===== config.mk =====
export PLATFORM = sky130hd
export DESIGN_NAME = wb_bfm_arbiter_flat
export DESIGN_NICKNAME = d
export VERILOG_FILES = /design/src/rtl/wb_bfm_arbiter_if.sv /design/src/rtl/wb_bfm_arbiter.sv /design/src/flat_wrapper.sv
export SDC_FILE = /design/constraint.sdc
export NUM_CORES = 1
export LEC_CHECK = 0
export BUFFER_PORTS_ARGS = -buffer_cell sky130_fd_sc_hd__buf_2
export CORE_AREA = 2 2 132 134
export CTS_CLUSTER_SIZE = 12
export DETAILED_ROUTE_END_ITERATION = 7
export DIE_AREA = 0 0 134 136
export PLACE_DENSITY = 0.42
export SLEW_MARGIN = 20
export SYNTH_ARGS = -nofsm -noshare
export SYNTH_HDL_FRONTEND = slang
export SYNTH_SLANG_ARGS = --single-unit

===== constraint.sdc =====
create_clock -name wb_clk_i -period 1.4 [get_ports wb_clk_i]
set_clock_uncertainty 0.15 [all_clocks]
set_input_delay 0.21 -clock wb_clk_i [delete_from_list [all_inputs] [get_ports wb_clk_i]]
set_output_delay 0.21 -clock wb_clk_i [all_outputs]
set_load 0.1 [all_outputs]

===== src/rtl/wb_bfm_arbiter_if.sv =====
`default_nettype none
// ============================================================================
// Module   : wb_bfm_arbiter_if
// Brief    : Bus bundle for the Wishbone BFM arbiter: packed per-master
//            request/response slices plus the shared slave port.
// Revision : 1.0 - initial release
// ============================================================================
interface wb_bfm_arbiter_if #(
    parameter int NUM_MASTERS = 2,
    parameter int aw          = 32,
    parameter int dw          = 32
);
    logic [NUM_MASTERS*aw-1:0]     wbm_adr_i;
    logic [NUM_MASTERS*dw-1:0]     wbm_dat_i;
    logic [NUM_MASTERS*dw/8-1:0]   wbm_sel_i;
    logic [NUM_MASTERS-1:0]        wbm_we_i;
    logic [NUM_MASTERS-1:0]        wbm_cyc_i;
    logic [NUM_MASTERS-1:0]        wbm_stb_i;
    logic [NUM_MASTERS*3-1:0]      wbm_cti_i;
    logic [NUM_MASTERS*2-1:0]      wbm_bte_i;
    logic [NUM_MASTERS*dw-1:0]     wbm_dat_o;
    logic [NUM_MASTERS-1:0]        wbm_ack_o;
    logic [NUM_MASTERS-1:0]        wbm_err_o;
    logic [NUM_MASTERS-1:0]        wbm_rty_o;

    logic [aw-1:0]                 wbs_adr_o;
    logic [dw-1:0]                 wbs_dat_o;
    logic [dw/8-1:0]               wbs_sel_o;
    logic                          wbs_we_o;
    logic                          wbs_cyc_o;
    logic                          wbs_stb_o;
    logic [2:0]                    wbs_cti_o;
    logic [1:0]                    wbs_bte_o;
    logic [dw-1:0]                 wbs_dat_i;
    logic                          wbs_ack_i;
    logic                          wbs_err_i;
    logic                          wbs_rty_i;

    logic [NUM_MASTERS-1:0]        grant_o;

    // Arbiter view: it masters the shared slave port and serves the masters.
    modport master (
        input  wbm_adr_i, wbm_dat_i, wbm_sel_i, wbm_we_i, wbm_cyc_i, wbm_stb_i,
               wbm_cti_i, wbm_bte_i,
        output wbm_dat_o, wbm_ack_o, wbm_err_o, wbm_rty_o,
        output wbs_adr_o, wbs_dat_o, wbs_sel_o, wbs_we_o, wbs_cyc_o, wbs_stb_o,
               wbs_cti_o, wbs_bte_o,
        input  wbs_dat_i, wbs_ack_i, wbs_err_i, wbs_rty_i,
        output grant_o
    );

    // Environment view: requesting masters and the shared slave.
    modport slave (
        output wbm_adr_i, wbm_dat_i, wbm_sel_i, wbm_we_i, wbm_cyc_i, wbm_stb_i,
               wbm_cti_i, wbm_bte_i,
        input  wbm_dat_o, wbm_ack_o, wbm_err_o, wbm_rty_o,
        input  wbs_adr_o, wbs_dat_o, wbs_sel_o, wbs_we_o, wbs_cyc_o, wbs_stb_o,
               wbs_cti_o, wbs_bte_o,
        output wbs_dat_i, wbs_ack_i, wbs_err_i, wbs_rty_i,
        input  grant_o
    );
endinterface
`default_nettype wire


===== src/rtl/wb_bfm_arbiter.sv =====
`default_nettype none
// ============================================================================
// Module   : wb_bfm_arbiter
// Brief    : Round-robin Wishbone B4 arbiter with cycle-long grant hold and an
//            optional watchdog that errors out stalled accesses.
// Revision : 1.0 - initial release
// ============================================================================
module wb_bfm_arbiter #(
    parameter int NUM_MASTERS = 2,
    parameter int aw          = 32,
    parameter int dw          = 32,
    parameter int TIMEOUT     = 0
) (
    input  logic                 wb_clk_i,
    input  logic                 wb_rst_i,
    wb_bfm_arbiter_if.master     bus
);

    localparam int c_iw = (NUM_MASTERS > 1) ? $clog2(NUM_MASTERS) : 1;
    localparam logic [NUM_MASTERS-1:0] c_one = NUM_MASTERS'(1);
    localparam logic [c_iw-1:0]        c_last_rst = c_iw'(NUM_MASTERS - 1);

    typedef enum logic [0:0] {
        S_IDLE = 1'b0,
        S_BUSY = 1'b1
    } state_t;

    state_t                  r_state;
    logic [NUM_MASTERS-1:0]  r_grant;
    logic [c_iw-1:0]         r_idx;
    logic [c_iw-1:0]         r_last;

    logic [c_iw-1:0]         w_ptr;
    logic [c_iw-1:0]         w_sel;
    logic                    w_found;
    logic                    w_gcyc;
    logic                    w_gstb;
    logic                    w_resp;
    logic                    w_wdt_hit;
    logic                    w_wdt_err;

    function automatic logic [c_iw-1:0] wrap_idx(input logic [c_iw-1:0] p, input int off);
        int s;
        s = int'(p) + off;
        if (s >= NUM_MASTERS) s = s - NUM_MASTERS;
        return c_iw'(s);
    endfunction

    // Search starts just past the pointer; while busy the pointer is the
    // owner being released, so the next owner is chosen in the same cycle.
    always_comb begin
        w_sel   = '0;
        w_found = 1'b0;
        w_ptr   = (r_state == S_BUSY) ? r_idx : r_last;
        for (int i = 1; i <= NUM_MASTERS; i++) begin
            if (!w_found && bus.wbm_cyc_i[wrap_idx(w_ptr, i)]) begin
                w_found = 1'b1;
                w_sel   = wrap_idx(w_ptr, i);
            end
        end
    end

    assign w_gcyc = |(r_grant & bus.wbm_cyc_i);
    assign w_gstb = |(r_grant & bus.wbm_stb_i);
    assign w_resp = bus.wbs_ack_i | bus.wbs_err_i | bus.wbs_rty_i;

    always_comb begin
        bus.wbs_adr_o = '0;
        bus.wbs_dat_o = '0;
        bus.wbs_sel_o = '0;
        bus.wbs_we_o  = 1'b0;
        bus.wbs_cti_o = '0;
        bus.wbs_bte_o = '0;
        for (int n = 0; n < NUM_MASTERS; n++) begin
            if (r_grant[n]) begin
                bus.wbs_adr_o = bus.wbm_adr_i[n*aw +: aw];
                bus.wbs_dat_o = bus.wbm_dat_i[n*dw +: dw];
                bus.wbs_sel_o = bus.wbm_sel_i[n*(dw/8) +: (dw/8)];
                bus.wbs_we_o  = bus.wbm_we_i[n];
                bus.wbs_cti_o = bus.wbm_cti_i[n*3 +: 3];
                bus.wbs_bte_o = bus.wbm_bte_i[n*2 +: 2];
            end
        end
    end

    assign bus.wbs_cyc_o = w_gcyc;
    assign bus.wbs_stb_o = w_gstb & ~w_wdt_hit;

    // A genuine slave response in the timeout cycle takes precedence.
    assign w_wdt_err     = w_wdt_hit & ~w_resp;

    assign bus.wbm_dat_o = {NUM_MASTERS{bus.wbs_dat_i}};
    assign bus.wbm_ack_o = r_grant & {NUM_MASTERS{bus.wbs_ack_i}};
    assign bus.wbm_err_o = r_grant & {NUM_MASTERS{bus.wbs_err_i | w_wdt_err}};
    assign bus.wbm_rty_o = r_grant & {NUM_MASTERS{bus.wbs_rty_i}};
    assign bus.grant_o   = r_grant;

    if (TIMEOUT > 0) begin : g_wdt
        localparam int c_ww = $clog2(TIMEOUT + 1);
        localparam logic [c_ww-1:0] c_limit = c_ww'(TIMEOUT);
        logic [c_ww-1:0] r_wdt;

        assign w_wdt_hit = w_gcyc & w_gstb & (r_wdt == c_limit);

        always_ff @(posedge wb_clk_i) begin
            if (!wb_rst_i) begin
                r_wdt <= '0;
            end else if (!(w_gcyc & w_gstb) || w_resp || w_wdt_hit) begin
                r_wdt <= '0;
            end else begin
                r_wdt <= r_wdt + 1'b1;
            end
        end
    end else begin : g_no_wdt
        assign w_wdt_hit = 1'b0;
    end

    always_ff @(posedge wb_clk_i) begin
        if (!wb_rst_i) begin
            r_state <= S_IDLE;
            r_grant <= '0;
            r_idx   <= '0;
            r_last  <= c_last_rst;
        end else begin
            case (r_state)
                S_IDLE: begin
                    if (w_found) begin
                        r_grant <= c_one << w_sel;
                        r_idx   <= w_sel;
                        r_state <= S_BUSY;
                    end
                end
                S_BUSY: begin
                    // Ownership only moves once the owner has dropped cyc.
                    if (!w_gcyc) begin
                        r_last <= r_idx;
                        if (w_found) begin
                            r_grant <= c_one << w_sel;
                            r_idx   <= w_sel;
                        end else begin
                            r_grant <= '0;
                            r_state <= S_IDLE;
                        end
                    end
                end
                default: begin
                    r_state <= S_IDLE;
                    r_grant <= '0;
                end
            endcase
        end
    end

endmodule
`default_nettype wire


===== src/flat_wrapper.sv =====
// flat-port wrapper written by rule: the top's interface ports become plain ports
module wb_bfm_arbiter_flat 
#(
    parameter int NUM_MASTERS = 2,
    parameter int aw          = 32,
    parameter int dw          = 32,
    parameter int TIMEOUT     = 0
)
  (wb_clk_i, wb_rst_i, bus_wbm_adr_i, bus_wbm_dat_i, bus_wbm_sel_i, bus_wbm_we_i, bus_wbm_cyc_i, bus_wbm_stb_i, bus_wbm_cti_i, bus_wbm_bte_i, bus_wbm_dat_o, bus_wbm_ack_o, bus_wbm_err_o, bus_wbm_rty_o, bus_wbs_adr_o, bus_wbs_dat_o, bus_wbs_sel_o, bus_wbs_we_o, bus_wbs_cyc_o, bus_wbs_stb_o, bus_wbs_cti_o, bus_wbs_bte_o, bus_wbs_dat_i, bus_wbs_ack_i, bus_wbs_err_i, bus_wbs_rty_i, bus_grant_o);
  wb_bfm_arbiter_if #(.NUM_MASTERS(NUM_MASTERS), .aw(aw), .dw(dw)) bus_i ();
  input  logic wb_clk_i;
  input  logic wb_rst_i;
  input wire logic [$bits(bus_i.wbm_adr_i)-1:0] bus_wbm_adr_i;
  input wire logic [$bits(bus_i.wbm_dat_i)-1:0] bus_wbm_dat_i;
  input wire logic [$bits(bus_i.wbm_sel_i)-1:0] bus_wbm_sel_i;
  input wire logic [$bits(bus_i.wbm_we_i)-1:0] bus_wbm_we_i;
  input wire logic [$bits(bus_i.wbm_cyc_i)-1:0] bus_wbm_cyc_i;
  input wire logic [$bits(bus_i.wbm_stb_i)-1:0] bus_wbm_stb_i;
  input wire logic [$bits(bus_i.wbm_cti_i)-1:0] bus_wbm_cti_i;
  input wire logic [$bits(bus_i.wbm_bte_i)-1:0] bus_wbm_bte_i;
  output wire logic [$bits(bus_i.wbm_dat_o)-1:0] bus_wbm_dat_o;
  output wire logic [$bits(bus_i.wbm_ack_o)-1:0] bus_wbm_ack_o;
  output wire logic [$bits(bus_i.wbm_err_o)-1:0] bus_wbm_err_o;
  output wire logic [$bits(bus_i.wbm_rty_o)-1:0] bus_wbm_rty_o;
  output wire logic [$bits(bus_i.wbs_adr_o)-1:0] bus_wbs_adr_o;
  output wire logic [$bits(bus_i.wbs_dat_o)-1:0] bus_wbs_dat_o;
  output wire logic [$bits(bus_i.wbs_sel_o)-1:0] bus_wbs_sel_o;
  output wire logic [$bits(bus_i.wbs_we_o)-1:0] bus_wbs_we_o;
  output wire logic [$bits(bus_i.wbs_cyc_o)-1:0] bus_wbs_cyc_o;
  output wire logic [$bits(bus_i.wbs_stb_o)-1:0] bus_wbs_stb_o;
  output wire logic [$bits(bus_i.wbs_cti_o)-1:0] bus_wbs_cti_o;
  output wire logic [$bits(bus_i.wbs_bte_o)-1:0] bus_wbs_bte_o;
  input wire logic [$bits(bus_i.wbs_dat_i)-1:0] bus_wbs_dat_i;
  input wire logic [$bits(bus_i.wbs_ack_i)-1:0] bus_wbs_ack_i;
  input wire logic [$bits(bus_i.wbs_err_i)-1:0] bus_wbs_err_i;
  input wire logic [$bits(bus_i.wbs_rty_i)-1:0] bus_wbs_rty_i;
  output wire logic [$bits(bus_i.grant_o)-1:0] bus_grant_o;
  assign bus_i.wbm_adr_i = bus_wbm_adr_i;
  assign bus_i.wbm_dat_i = bus_wbm_dat_i;
  assign bus_i.wbm_sel_i = bus_wbm_sel_i;
  assign bus_i.wbm_we_i = bus_wbm_we_i;
  assign bus_i.wbm_cyc_i = bus_wbm_cyc_i;
  assign bus_i.wbm_stb_i = bus_wbm_stb_i;
  assign bus_i.wbm_cti_i = bus_wbm_cti_i;
  assign bus_i.wbm_bte_i = bus_wbm_bte_i;
  assign bus_wbm_dat_o = bus_i.wbm_dat_o;
  assign bus_wbm_ack_o = bus_i.wbm_ack_o;
  assign bus_wbm_err_o = bus_i.wbm_err_o;
  assign bus_wbm_rty_o = bus_i.wbm_rty_o;
  assign bus_wbs_adr_o = bus_i.wbs_adr_o;
  assign bus_wbs_dat_o = bus_i.wbs_dat_o;
  assign bus_wbs_sel_o = bus_i.wbs_sel_o;
  assign bus_wbs_we_o = bus_i.wbs_we_o;
  assign bus_wbs_cyc_o = bus_i.wbs_cyc_o;
  assign bus_wbs_stb_o = bus_i.wbs_stb_o;
  assign bus_wbs_cti_o = bus_i.wbs_cti_o;
  assign bus_wbs_bte_o = bus_i.wbs_bte_o;
  assign bus_i.wbs_dat_i = bus_wbs_dat_i;
  assign bus_i.wbs_ack_i = bus_wbs_ack_i;
  assign bus_i.wbs_err_i = bus_wbs_err_i;
  assign bus_i.wbs_rty_i = bus_wbs_rty_i;
  assign bus_grant_o = bus_i.grant_o;
  wb_bfm_arbiter #(.NUM_MASTERS(NUM_MASTERS), .aw(aw), .dw(dw), .TIMEOUT(TIMEOUT)) u_core (.wb_clk_i(wb_clk_i), .wb_rst_i(wb_rst_i), .bus(bus_i));
endmodule

==> results_dict.tcl <==
set metrics [dict create \
    outcome "finished, violations left" \
    violations "negative setup slack" \
    relSlewSlack_pct 79.3 \
    instances_no_fill 613 \
    r2r_end "u_core.r_last" \
    ys_seq_area_share_pct 6.50 \
    place_congestion 0.695 \
    setup_viol 88 \
    syn-num-nets 382 \
    grt_setup_unrepaired "true" \
    clock_path_buffers 2 \
    switching_share_pct 53.9 \
    cts-root-buf "clkbuf_16" \
    overflow 0 \
    rows 48 \
    p_seq_share_pct 3.7 \
    crit_arrival_ns 1.41 \
    critPathLaunchType "register" \
    combPwrFrac_pct 85.6 \
    wire_per_inst_um 16.4 \
    vias 2302 \
    power.density_nw_per_um2 934 \
    clk_pin_slew_ns 0.03 \
    synth_area_um2 1540 \
    wirelength_um 10000 \
    p_int_mw 2.06 \
    initial_core_util_pct 9.13 \
    drt_iter0_markers 73 \
    min_period_ns 1.77 \
    p_total_mw 4.47 \
    criticalPathCategory "reg -> out" \
    yosys.area.top_type "a22o_1" \
    worst_slew_pin_slew_ns 0.309 \
    fin_ws_ns -0.375 \
    first_global_vias 2457 \
    switchingPower_mw 2.41 \
    clock_latency_ns 0.23 \
    final_common_cell "buf_2" \
    final_antenna_net_count 0 \
    period_share_pct 127 \
    avgSynthCellArea_um2 7.98 \
    ys_top_cells_by_area "a22o_1, buf_4, dfxtp_1, and2_1, o221ai_1" \
    fill_cells 1717 \
    hold_path_class "in -> reg" \
    core_um2 16900 \
    clkPwrFrac_pct 10.7 \
    ff2ff_path_depth 7 \
    drive_gt1_share_pct 94.3 \
    required_ns 1.04 \
    firstDrtPassIters 7 \
    yosys_warnings 0 \
    endpoint_kind "output port" \
    n_antenna_cell 0 \
    ir_worst_vdd_uv 327 \
    drc_errors 0 \
    r2r_slack_ns -0.15 \
    io_buffers 240 \
    cts_buffers 3 \
    r2r_start "u_core.bus.grant_o[0]" \
    antenna_found_initial 1 \
    via_per_inst 3.76 \
    synth_seq_cells 5 \
    synth_top_area_share_pct 42.6 \
    die_h_um 136 \
    fmax_mhz 563 \
    htree_levels 1 \
    grt_usage_pct 9.61 \
    area_growth_pct 210 \
    fp.dieW_um 134 \
    dp_cells 600 \
    hold_depth 2 \
    maxSlewViolCount 0 \
    yosys.cell_types.count 20 \
    maxCapViolCount 0 \
    grt_start_max_net_pins 24 \
    hold_buffers 0 \
    dieArea_um2 18200 \
    cts_tree "done" \
    tns_ns -27.62 \
    hold_end "u_core.r_last" \
    pin_count 337 \
    nets 578 \
    cts_sinks 5 \
    hold_violations 0 \
    p_leak_nw 2.32 \
    mostFrequentLayoutCells "buf_2, buf_12, a22o_4" \
    synthCells 193 \
    worst-path-max-fanout 18 \
    grt_pass1_wl_um 13700 \
    min_from "wb_rst_i" \
    hpwl_um 8460 \
]
area by class of cell:
cell class | count | area (um^2) | share of cell area, %
clock buffer | 4 | 78.8 | 1.65
inverter | 4 | 15.0 | 0.314
multi-input combinational | 102 | 1420 | 29.7
sequential | 5 | 108 | 2.25
tap | 225 | 282 | 5.89
timing repair buffer | 273 | 2880 | 60.2
worst max path at each step:
stage / startpoint / endpoint / slack [ns] / cells past startpoint
after global placement: u_core.bus.grant_o[0] / bus_wbs_adr_o[11] / -0.19 / 5
after CTS: u_core.bus.grant_o[0] / bus_wbs_dat_o[5] / -0.39 / 5
after detailed placement: u_core.bus.grant_o[0] / bus_wbs_adr_o[11] / -0.20 / 5
after global routing: u_core.bus.grant_o[0] / bus_wbs_dat_o[5] / -0.43 / 5
after floorplan: u_core.bus.grant_o[0] / bus_wbs_adr_o[24] / -0.51 / 4
final: u_core.bus.grant_o[0] / bus_wbs_dat_o[6] / -0.37 / 5
critical path, stage by stage, from the launching register on:
cell	delay (ns)
dfxtp_4	0.33
nor2b_4	0.17
buf_12	0.18
buf_4	0.15
a22o_2	0.17
buf_12	0.18
logic make-up (layout without fill, tap and decap cells):
| logic type | count (synthesis) | count (layout) | share of synthesized area, % |
|---|---|---|---|
| AO/OA/AOI/OAI | 87 | 87 | 48.7 |
| buffers and inverters | 86 | 281 | 38.9 |
| AND/OR/NAND/NOR | 14 | 14 | 5.20 |
| flip-flops | 5 | 5 | 6.50 |
| multiplexers | 1 | 1 | 0.650 |
per-stage QoR:
stage | area [um^2] | utilization, % | setup WS, ns | hold slack [ns]
6_report | 4780 | 28.3 | -0.375 | 0.0416
5_1_grt | 4780 | 28.3 | -0.435 | 0.0578
2_1_floorplan | 2080 | - | -0.509 | 0.150
4_1_cts | 4680 | 27.7 | -0.395 | 0.0505
3_5_place_dp | 4470 | 26.5 | -0.198 | 0.271
3_3_place_gp | 4470 | 26.5 | -0.192 | 0.271
timing repair:
action                                 in CTS  in global routing
setup buffers                               5                  3
cloned                                      0                  2
pin swaps                                   2                  6
setup endpoints to repair                  84                 88
endpoints found under the hold margin       0                  0
resized for setup                          18                  8
layer usage:
| metal | share of wire (%) | up-vias | GRT usage [%] | wire length [um] |
|---|---|---|---|---|
| met3 | 9.4 | 36 | 2.24 | 942 |
| met4 | 2.1 | 2 | 2.96 | 206 |
| met5 | 0.13 | - | 0 | 13 |
| li1 | - | 1067 | - | - |
| met2 | 54 | 146 | 18.1 | 5390 |
| met1 | 35 | 1051 | 10.7 | 3490 |
synthesized netlist by cell type, drive strengths merged:
cell type and number:
a21oi 4, a221o 1, a22o 76, and2 8
buf 76, clkbuf 6, dfxtp 5, inv 4
mux2i 1, nand2 1, nand2b 2, nor2 2
nor2b 1, o21ai 1, o221ai 3, o22ai 1
o311ai 1
power groups by stage:
| stage | clock [mW] | combinational, mW | sequential (mW) |
|---|---|---|---|
| floorplan | 0 | 3.08 | 0.205 |
| global placement | 0 | 3.71 | 0.167 |
| detailed placement | 0 | 3.73 | 0.168 |
| CTS | 0.482 | 3.81 | 0.166 |
| global route | 0.493 | 3.94 | 0.168 |
| finish | 0.476 | 3.82 | 0.167 |
state kept, by name (all words and copies together), names as in the netlist:
name and count:
u_core.bus.grant_o 2, u_core.r_idx 1, u_core.r_state 1, u_core.r_last 1
No activity file was read; power rests on OpenSTA's default activity.
